$ cat config.mk
export PLATFORM = sky130hd
export DESIGN_NAME = dram_master
export DESIGN_NICKNAME = d
export VERILOG_FILES = /design/src/rtl/dmem_pkg.sv /design/src/rtl/dram_master.sv
export SDC_FILE = /design/constraint.sdc
export NUM_CORES = 1
export LEC_CHECK = 0
export CAP_MARGIN = 20
export CORE_ASPECT_RATIO = 0.9
export CORE_MARGIN = 2
export CORE_UTILIZATION = 33
export DETAILED_ROUTE_END_ITERATION = 12
export MAX_ROUTING_LAYER = met4
export PLACE_DENSITY = 0.64
export REMOVE_ABC_BUFFERS = 1
export SYNTH_ARGS = -nofsm -noshare
export SYNTH_HDL_FRONTEND = slang
export SYNTH_SLANG_ARGS = --single-unit
$ cat constraint.sdc
create_clock -name clk -period 3.53 [get_ports clk]
set_clock_uncertainty 0.1 [all_clocks]
set_input_delay 0.5295 -clock clk [delete_from_list [all_inputs] [get_ports clk]]
set_output_delay 0.5295 -clock clk [all_outputs]
set_load 0.01 [all_outputs]
$ cat src/rtl/dmem_pkg.sv
// Shared state encoding and default bus widths for the data-RAM master.
package dmem_pkg;

    localparam int unsigned ADDR_W_DEF = 11;
    localparam int unsigned DATA_W_DEF = 16;

    typedef enum logic [1:0] {
        IDLE,
        ACCESS,
        WAIT,
        RESP
    } state_t;

endpackage

$ cat src/rtl/dram_master.sv
// CPU-side request/response master driving a single-port data RAM with
// configurable read latency and an out-of-range error response.
module dram_master
    import dmem_pkg::*;
#(
    parameter int unsigned ADDR_W    = ADDR_W_DEF,
    parameter int unsigned DATA_W    = DATA_W_DEF,
    parameter int unsigned RD_LAT    = 1,
    parameter int unsigned MEM_DEPTH = 2048
) (
    input  logic              clk,
    input  logic              rst_n,
    input  logic              req_valid,
    output logic              req_ready,
    input  logic              req_we,
    input  logic [ADDR_W-1:0] req_addr,
    input  logic [DATA_W-1:0] req_wdata,
    output logic              resp_valid,
    input  logic              resp_ready,
    output logic [DATA_W-1:0] resp_rdata,
    output logic              resp_err,
    output logic [ADDR_W-1:0] address,
    output logic [DATA_W-1:0] write_data,
    input  logic [DATA_W-1:0] read_data,
    output logic              read_not_write,
    output logic              cs
);

    localparam logic [2:0]      LAT   = 3'(RD_LAT);
    localparam logic [ADDR_W:0] DEPTH = (ADDR_W + 1)'(MEM_DEPTH);

    state_t     state, state_nxt;
    logic [2:0] cnt;
    logic       we_q;
    logic       in_range;

    assign in_range  = {1'b0, req_addr} < DEPTH;
    assign req_ready = (state == IDLE);

    always_ff @(posedge clk) begin
        if (!rst_n) state <= IDLE;
        else        state <= state_nxt;
    end

    always_comb begin
        state_nxt = state;
        case (state)
            IDLE:    if (req_valid) state_nxt = in_range ? ACCESS : RESP;
            ACCESS:  state_nxt = (we_q || LAT == 3'd0) ? RESP : WAIT;
            WAIT:    if (cnt == LAT) state_nxt = RESP;
            RESP:    if (resp_ready) state_nxt = IDLE;
            default: state_nxt = IDLE;
        endcase
    end

    // RAM strobes are launched at the accept edge so they appear registered
    // during ACCESS; address/write_data double as the request latch.
    always_ff @(posedge clk) begin
        if (!rst_n) begin
            cs             <= 1'b0;
            read_not_write <= 1'b1;
            address        <= '0;
            write_data     <= '0;
            resp_valid     <= 1'b0;
            resp_rdata     <= '0;
            resp_err       <= 1'b0;
            cnt            <= '0;
            we_q           <= 1'b0;
        end else begin
            case (state)
                IDLE: begin
                    if (req_valid) begin
                        we_q <= req_we;
                        if (in_range) begin
                            cs             <= 1'b1;
                            address        <= req_addr;
                            read_not_write <= ~req_we;
                            if (req_we) write_data <= req_wdata;
                        end else begin
                            resp_valid <= 1'b1;
                            resp_err   <= 1'b1;
                            resp_rdata <= '0;
                        end
                    end
                end
                ACCESS: begin
                    cs             <= 1'b0;
                    read_not_write <= 1'b1;
                    if (we_q) begin
                        resp_valid <= 1'b1;
                        resp_err   <= 1'b0;
                        resp_rdata <= '0;
                    end else if (LAT == 3'd0) begin
                        resp_valid <= 1'b1;
                        resp_err   <= 1'b0;
                        resp_rdata <= read_data;
                    end else begin
                        cnt <= 3'd1;
                    end
                end
                WAIT: begin
                    if (cnt == LAT) begin
                        resp_valid <= 1'b1;
                        resp_err   <= 1'b0;
                        resp_rdata <= read_data;
                        cnt        <= '0;
                    end else begin
                        cnt <= cnt + 3'd1;
                    end
                end
                RESP: begin
                    if (resp_ready) resp_valid <= 1'b0;
                end
                default: ;
            endcase
        end
    end

endmodule

# Word-level counts from Yosys, hierarchy flattened
# Index checks and enable logic that the tools add are counted.
totals:
  wordCells: 54
  romBits: 0
  register_bits: 53
  memories: 0
  mem_bits_rw: 0
  latchBits: 0
op_classes:
  mul: 0
  bitwise: 2
  order_cmp: 0
  div: 0
  n_mux: 22
  reduce_logical: 10
  add_sub_neg: 1
  shifts: 0
  eq_ne: 9
op_table:
  columns: ["op", "count"]
  rows:
  - ["$mux W16", 2]
  - ["$pmux W16 S2", 1]
  - ["$ne A2 B2 Y1 const B", 5]
  - ["$reduce_and A3 Y1", 3]
  - ["$mux W1", 8]
  - ["$pmux W2 S4", 1]
  - ["$mux W2", 3]
  - ["$mux W3", 2]
  - ["$pmux W1 S2", 3]
  - ["$pmux W3 S2", 1]
  - ["$reduce_and A2 Y1", 3]
  - ["$eq A2 B2 Y1 const B", 2]
  - ["$reduce_and A4 Y1", 1]
  - ["$reduce_bool A2 Y1", 2]
  - ["$add A3 B1 Y3 const B", 1]
  - ["$eq A3 B1 Y1 const B", 1]
  - ["$pmux W1 S3", 1]
  - ["$eq A2 B1 Y1 const B", 1]
  - ["$logic_not A2 Y1", 1]
  - ["$not A1 Y1", 2]

# Logic depth before layout (Yosys ltp)
# Gate-level depths: netlist of the first run.
logic_depth:
  word_depth: 3
  depth_mapped: 7

# Least setup slack after synthesis of the first run
# No wires, ideal clock.
synth_timing:
  path_kind: "reg-to-reg"
  startpoint: "register state[0]"
  endpoint: "register write_data[0]"
  setup_time_ns: 0.076
  stages_incl_launch_ff: 8
  slack_ns: 1.788
  path_buffers: 1
  t_required_ns: 3.354
  arrival_ns: 1.567
  path_cell_list: "dfxtp_1 inv_1 ha_1 and2_1 nand2_1 clkbuf_1 nand2_1 a21boi_0"
synth_between:
  elab_chain_cells: 2
synth_lines:
  columns: ["item", "line_no", "source"]
  rows:
  - ["from (decl)", "dram_master.sv:32", "state_t state, state_nxt;"]
  - ["from (signal assigned)", "dram_master.sv:42", "else state <= state_nxt;"]
  - ["$logic_not A2 Y1", null, null]
  - ["net req_ready", "dram_master.sv:14", "output logic req_ready,"]
  - ["$reduce_and A3 Y1 (no source line)", null, null]
  - ["to (signal assigned)", "dram_master.sv:78", "if (req_we) write_data <= req_wdata;"]
  - ["to (decl)", "dram_master.sv:23", "output logic [DATA_W-1:0] write_data,"]
# The timed path passes the listed nets, and every way through them passes these cells.
# A chain may end at the register's enable or synchronous reset.

# Worst setup path in the final report of the first run
layout_timing:
  startpoint: "register state[0]"
  endpoint: "register resp_rdata[0]"
layout_between:
  elab_chain_cells: 3
  elab_cells_between_ends: 7
  classes_between: "eq/ne (4); mux (1); reduce/logical (2)"
layout_lines:
  columns: ["item", "line_no", "source"]
  rows:
  - ["$eq A2 B1 Y1 / $eq A2 B2 Y1 (equally long branches)", "dram_master.sv:70", "case (state)"]
  - ["$ne A2 B2 Y1 (no source line) / $reduce_bool A2 Y1 (equally long branches)", null, null]
  - ["$reduce_and A3 Y1 (no source line)", null, null]
  - ["to (signal assigned)", "dram_master.sv:96", "resp_rdata <= read_data;"]
  - ["to (signal assigned)", "dram_master.sv:105", "resp_rdata <= read_data;"]
  - ["to (decl)", "dram_master.sv:20", "output logic [DATA_W-1:0] resp_rdata,"]
# Parallel ways exist; a longest one is shown, timed or not.

==> results of run 1 <==
## metal layers
layer | vias up | wire [um] | part of all wire
li1 | 1027 | - | -
met4 | 0 | 45 | 0.0088
met5 | - | 0 | 0
met1 | 888 | 2520 | 0.49
met3 | 4 | 274 | 0.054
met2 | 63 | 2261 | 0.44
## power groups by stage
stage               combinational (mW)  clock, mW  sequential [mW]
floorplan                        0.421          0            0.757
global placement                 0.750          0            0.735
detailed placement               0.754          0            0.734
CTS                              0.757      0.400            0.721
global route                     0.840      0.425            0.733
finish                           0.747      0.385            0.721
## sequential cells by signal, indices dropped and copies added, names as in the netlist
register	flops
write_data	16
we_q	1
resp_rdata	16
cs	1
state	2
read_not_write	1
address	11
resp_valid	1
cnt	3
## cell families (layout without fill, tap and decap cells)
kind of cell               after synthesis  count (layout)  synth area share
DFF                                     52              52            0.4690
AOI/OAI and AO/OA                       63              63            0.2221
and+or+nand+nor                        110             110            0.2311
buffers and inverters                   24             106           0.05355
adders and majority gates                4               4           0.02255
other                                    1               1          0.001689
## per-stage QoR
step           power [mW]  area (um2)
5_1_grt             1.998        3287
2_1_floorplan       1.178        2120
4_1_cts             1.879        3267
6_report            1.853        3287
3_5_place_dp        1.488        3168
3_3_place_gp        1.485        3168
## layout make-up
class | instances | area, um2 | area share
multi-input cells | 178 | 1060 | 0.3224
flip-flops and latches | 52 | 1041 | 0.3167
clock inverters | 1 | 30.03 | 0.009136
clock buffers | 5 | 68.82 | 0.02094
inverters | 5 | 18.77 | 0.005710
well taps | 90 | 112.6 | 0.03426
repair buffers | 95 | 955.9 | 0.2908
## worst max-delay path, stage by stage, from the launching register on
cell and delay [ns]:
dfxtp_1 0.37, inv_1 0.10, ha_1 0.77, nor2_1 0.14, a211o_4 0.48, nand3_1 0.17
o21ai_2 0.06
## worst max-delay path by stage
stage	slack [ns]	from	end
2_1_floorplan	1.59	state[0]	resp_rdata[0]
3_5_place_dp	1.11	req_valid	write_data[12]
6_report	1.23	state[0]	resp_rdata[0]
3_3_place_gp	1.17	req_valid	write_data[10]
5_1_grt	0.96	state[0]	resp_rdata[0]
4_1_cts	1.19	state[0]	resp_rdata[0]
## layout by cell type, fill, tap and decap left out, types with 3 or more instances in the layout
| master | n |
|---|---|
| clkdlybuf4s50_1 | 93 |
| nand2_1 | 62 |
| dfxtp_1 | 52 |
| nand3_1 | 30 |
| a21boi_0 | 29 |
| o21ai_2 | 16 |
| a21oi_1 | 6 |
| inv_1 | 5 |
| clkbuf_8 | 5 |
| nor2b_1 | 4 |
| nand3_2 | 4 |
| o21ai_0 | 4 |
| ha_1 | 4 |
| nor2_1 | 3 |
==> results.sh, run 1 <==
export IMPL_outcome="finished clean"
export IMPL_synth_seq_cells=52
export IMPL_clockBufferDepth=2
export IMPL_met2_usage=0.2346
export IMPL_seq_power_share=0.389
export IMPL_die_area_um2=7399
export IMPL_cts_clk_slew_worst_paths_ns=0.09
export IMPL_synth_area_per_cell_um2=8.739
export IMPL_synth_distinct_cells=31
export IMPL_worstReg2RegStart="state[0]"
export IMPL_final_cells=426
export IMPL_grt_most_used_layer="met2"
export IMPL_startpoint_type="register"
export IMPL_worstSetupEndpointType="register"
export IMPL_tightest_slew_ns=0.9236
export IMPL_postRouteAntennaNets=0
export IMPL_clkPwrFrac=0.208
export IMPL_cp_arrival_ns=2.38
export IMPL_critPathMaxFanout=32
export IMPL_drt_iter0_drc=58
export IMPL_cts_buffers=5
export IMPL_routed_wire_length_per_instance_um=11.98
export IMPL_drive_above_1_share=0.09821
export IMPL_post_cts_buffers=0
export IMPL_hold_path_end="resp_rdata[9]"
export IMPL_cts_tree="built"
export IMPL_final_util=0.5017
export IMPL_yosysTopAreaCellShare=0.4690
export IMPL_clock_root_buffer="clkbuf_8"
export IMPL_antenna_found_initial=0
export IMPL_gr_total_overflow=0
export IMPL_use_met1=0.1785
export IMPL_period_minus_slack_ns=2.301
export IMPL_rsz0062_at_grt="false"
export IMPL_hpwl_um=3497
export IMPL_first_pass_iters=4
export IMPL_track_usage=0.1438
export IMPL_vias=1982
export IMPL_switching_share=0.3602
export IMPL_cell_internal_pwr_mw=1.186
export IMPL_hp_start="resp_rdata[9]"
export IMPL_hp_class="reg2reg"
export IMPL_port_buffers=94
export IMPL_worstSetupPathType="reg2reg"
export IMPL_rows=28
export IMPL_use_met3=0.03761
export IMPL_setup_slack_ns=1.229
export IMPL_r2r_slack_ns=1.23
export IMPL_period_share=0.6519
export IMPL_holdPathStages=2
export IMPL_final_setup_tns_ns=0
export IMPL_comb_power_share=0.403
export IMPL_grt_pass1_wl_um=8411
export IMPL_area_growth_pct=48.08
export IMPL_rr_endpoint="resp_rdata[0]"
export IMPL_fillers=640
export IMPL_cap_violations=0
export IMPL_die_w_um=90.45
export IMPL_ys_top_cells_by_area="dfxtp_1 47%, nand2_1 10%, a21boi_0 9.8%"
export IMPL_yosysWarnings=0
export IMPL_ff2ff_path_depth=6
export IMPL_drc=0
export IMPL_max_slew_margin=0.3842
export IMPL_fmax_mhz=434.5
export IMPL_power_density_nw_per_um2=563.8
export IMPL_wirelength_um=5102
export IMPL_initial_core_util=0.3388
export IMPL_hold_buffers=0
export IMPL_coreArea_um2=6551
export IMPL_io_pins=96
export IMPL_cts_resized=0
export IMPL_worstPathRequired_ns=3.61
export IMPL_power_switching_uw=667.5
export IMPL_synth_largest_area_cell="dfxtp_1"
export IMPL_synth_edf_count=0
export IMPL_grt_pass1_vias=1798
export IMPL_nNetsFinal=389
export IMPL_setup_viol=0
export IMPL_numClockSinks=52
export IMPL_place_inst=419
export IMPL_syn_inst=254
export IMPL_n_antenna_cell=0
export IMPL_yosysSeqAreaShare=0.4690
export IMPL_pre_cts_slack_ns=1.112
export IMPL_synth_flop_cell="dfxtp_1"
export IMPL_yosys_top_cells_count="62 x nand2_1, 52 x dfxtp_1, 30 x nand3_1, 29 x a21boi_0, 16 x o21ai_2"
export IMPL_clkLatencyLatePin_ns=0.29
export IMPL_vdd_drop_max_mv=0.4223
export IMPL_hold_viol_final=0
export IMPL_gp_congestion=0.7126
export IMPL_grt_max_degree=70
export IMPL_htree_levels=2
export IMPL_netlist_area_um2=2220
export IMPL_die_height_um=81.81
export IMPL_synthArstFlopShare=0
export IMPL_hold_worst_slack_ns=0.3574
export IMPL_p_leak_nw=1.155
export IMPL_vias_per_cell=4.653
export IMPL_yosysMostFrequentCell="nand2_1"
export IMPL_final_max_slew_viol_count=0
Note: power is estimated with default switching activity, not from simulation.
==> inputs of run 2 (changes only) <==
--- a/config.mk
+++ b/config.mk
@@ -11,7 +11,7 @@
 export CORE_UTILIZATION = 33
 export DETAILED_ROUTE_END_ITERATION = 12
 export MAX_ROUTING_LAYER = met4
-export PLACE_DENSITY = 0.64
+export PLACE_DENSITY = 0.67
 export REMOVE_ABC_BUFFERS = 1
 export SYNTH_ARGS = -nofsm -noshare
 export SYNTH_HDL_FRONTEND = slang
==> constraint.sdc (replaced) <==
create_clock -name clk -period 1.95 [get_ports clk]
set_clock_uncertainty 0.1 [all_clocks]
set_input_delay 0.2925 -clock clk [delete_from_list [all_inputs] [get_ports clk]]
set_output_delay 0.2925 -clock clk [all_outputs]
set_load 0.01 [all_outputs]
==> results.sh, run 2 (synthesized netlist as in run 1, its figures left out) <==
export IMPL_worstPathRequired_ns=2.05
export IMPL_worstReg2RegStart="state[1]"
export IMPL_fillers=657
export IMPL_hpwl_um=3631
export IMPL_hold_viol_final=0
export IMPL_cts_tree="built"
export IMPL_postRouteAntennaNets=0
export IMPL_drc=0
export IMPL_topRoutingLayerUsed="met4"
export IMPL_port_buffers=94
export IMPL_r2r_slack_ns=0.14
export IMPL_initial_core_util=0.3388
export IMPL_post_cts_buffers=0
export IMPL_worst_path_stages=6
export IMPL_fmax_mhz=552.7
export IMPL_dr_wl_met3_um=331
export IMPL_antenna_found_initial=0
export IMPL_clock_root_buffer="clkbuf_8"
export IMPL_rows=28
export IMPL_grt_pass1_vias=1911
export IMPL_die_area_um2=7399
export IMPL_hold_buffers=0
export IMPL_vias=2032
export IMPL_numClockSinks=52
export IMPL_n_antenna_cell=0
export IMPL_startpoint_type="register"
export IMPL_period_share=0.9278
export IMPL_grt_max_degree=33
export IMPL_rsz0062_at_grt="false"
export IMPL_htree_levels=2
export IMPL_layout_commonest_cell="clkdlybuf4s50_1"
export IMPL_met2RoutedLength_um=2428
export IMPL_setup_slack_ns=0.1407
export IMPL_fin_area_um2=3383
export IMPL_gr_total_overflow=0
export IMPL_cts_buffers=5
export IMPL_die_height_um=81.81
export IMPL_cp_num_buf_inv=1
export IMPL_coreArea_um2=6551
export IMPL_holdPathStages=2
export IMPL_area_growth_pct=52.42
export IMPL_outcome="finished clean"
export IMPL_final_cell_mix="92 x clkdlybuf4s50_1, 62 x nand2_1, 51 x dfxtp_1"
export IMPL_pre_cts_slack_ns=0.08688
export IMPL_ff2ff_path_depth=6
export IMPL_wirelength_um=5384
export IMPL_cp_arrival_ns=1.91
export IMPL_rr_endpoint="resp_valid"
export IMPL_drive_above_1_share=0.1304
export IMPL_critPathMaxFanout=6
export IMPL_hp_start="rst_n"
export IMPL_crit_chain="inv_1 -> ha_1 -> nor2b_2 -> a2111oi_2 -> nand2_1 -> o211a_1"
export IMPL_largest_registers="resp_rdata: 16 flops, write_data: 16 flops, address: 11 flops"
export IMPL_cap_violations=0
export IMPL_grt_pass1_wl_um=8735
export IMPL_cts_clk_slew_worst_paths_ns=0.09
export IMPL_place_area_um2=3233
export IMPL_crit_slowest_cell="dfxtp_1"
export IMPL_drt_iter0_drc=82
export IMPL_hp_class="in2reg"
export IMPL_io_pins=96
export IMPL_track_usage=0.1492
export IMPL_final_setup_tns_ns=0
export IMPL_final_max_slew_viol_count=0
export IMPL_worstSetupPathType="reg2reg"
export IMPL_clockBufferDepth=2
export IMPL_nNetsFinal=396
export IMPL_period_minus_slack_ns=1.809
export IMPL_hold_path_end="read_not_write"
export IMPL_power_density_nw_per_um2=1060
export IMPL_p_leak_nw=1.202
export IMPL_cpLargestDelayFamily="compound AO/OA/AOI/OAI gates"
export IMPL_worstSetupEndpointType="register"
export IMPL_vias_per_cell=4.671
export IMPL_setup_viol=0
export IMPL_slowest_delay_ns=0.41
export IMPL_routed_wire_length_per_instance_um=12.38
export IMPL_vdd_drop_max_mv=0.7680
export IMPL_clkLatencyLatePin_ns=0.31
export IMPL_first_pass_iters=4
export IMPL_gp_congestion=0.7477
export IMPL_die_w_um=90.45
export IMPL_wl_met1_um=2589
run 2: cell type report:
cell class | instances | area (um2) | area share
multi-input combinational | 179 | 1095 | 0.3236
sequential | 52 | 1042 | 0.3081
timing repair buffer | 101 | 1003 | 0.2966
tap | 90 | 112.6 | 0.03328
clock buffer | 6 | 72.57 | 0.02145
clock inverter | 2 | 38.79 | 0.01146
inverter | 5 | 18.77 | 0.005547
run 2: what timing repair did:
action                                  CTS  global route
gates cloned                              0             1
resized for setup                         2             5
pin swaps                                 0             1
endpoints found under the setup margin    1            18
run 2: layer usage:
metal / up-vias / global-route usage
met3: 5 / 0.03670
met4: 0 / 0.03692
met2: 68 / 0.2383
met5: - / -
met1: 920 / 0.1927
li1: 1039 / -
run 2: worst max-delay path by stage:
stage | to | slack [ns] | startpoint
after floorplan | resp_rdata[0] | 0.008 | state[0]
after global placement | resp_rdata[2] | 0.16 | state[1]
after CTS | req_ready | 0.01 | state[0]
after detailed placement | resp_rdata[1] | 0.09 | state[1]
final | resp_valid | 0.14 | state[1]
after global routing | resp_valid | 0.01 | state[1]
run 2: report_power, final:
group	total [mW]	switching [mW]	internal [mW]	leakage, nW
combinational	1.53	0.867	0.667	0.722
clock	0.746	0.357	0.388	0.0558
sequential	1.31	0.0957	1.21	0.424
run 2: through the flow:
stage / total power, mW / util / hold WS, ns / std cells
floorplan: 2.133 / - / 0.2544 / 235
global placement: 2.726 / 0.4935 / 0.3485 / 426
detailed placement: 2.750 / 0.4935 / 0.3484 / 426
CTS: 3.538 / 0.5124 / 0.2659 / 434
global route: 3.856 / 0.5164 / 0.3094 / 435
finish: 3.587 / 0.5164 / 0.2678 / 435
==> inputs of run 3 (changes only) <==
--- a/config.mk
+++ b/config.mk
@@ -5,6 +5,7 @@
 export SDC_FILE = /design/constraint.sdc
 export NUM_CORES = 1
 export LEC_CHECK = 0
+export ABC_AREA = 0
 export CAP_MARGIN = 20
 export CORE_ASPECT_RATIO = 0.9
 export CORE_MARGIN = 2
==> results of run 3 <==
No change in the layout: final DEF, timing and power equal those of run 2.
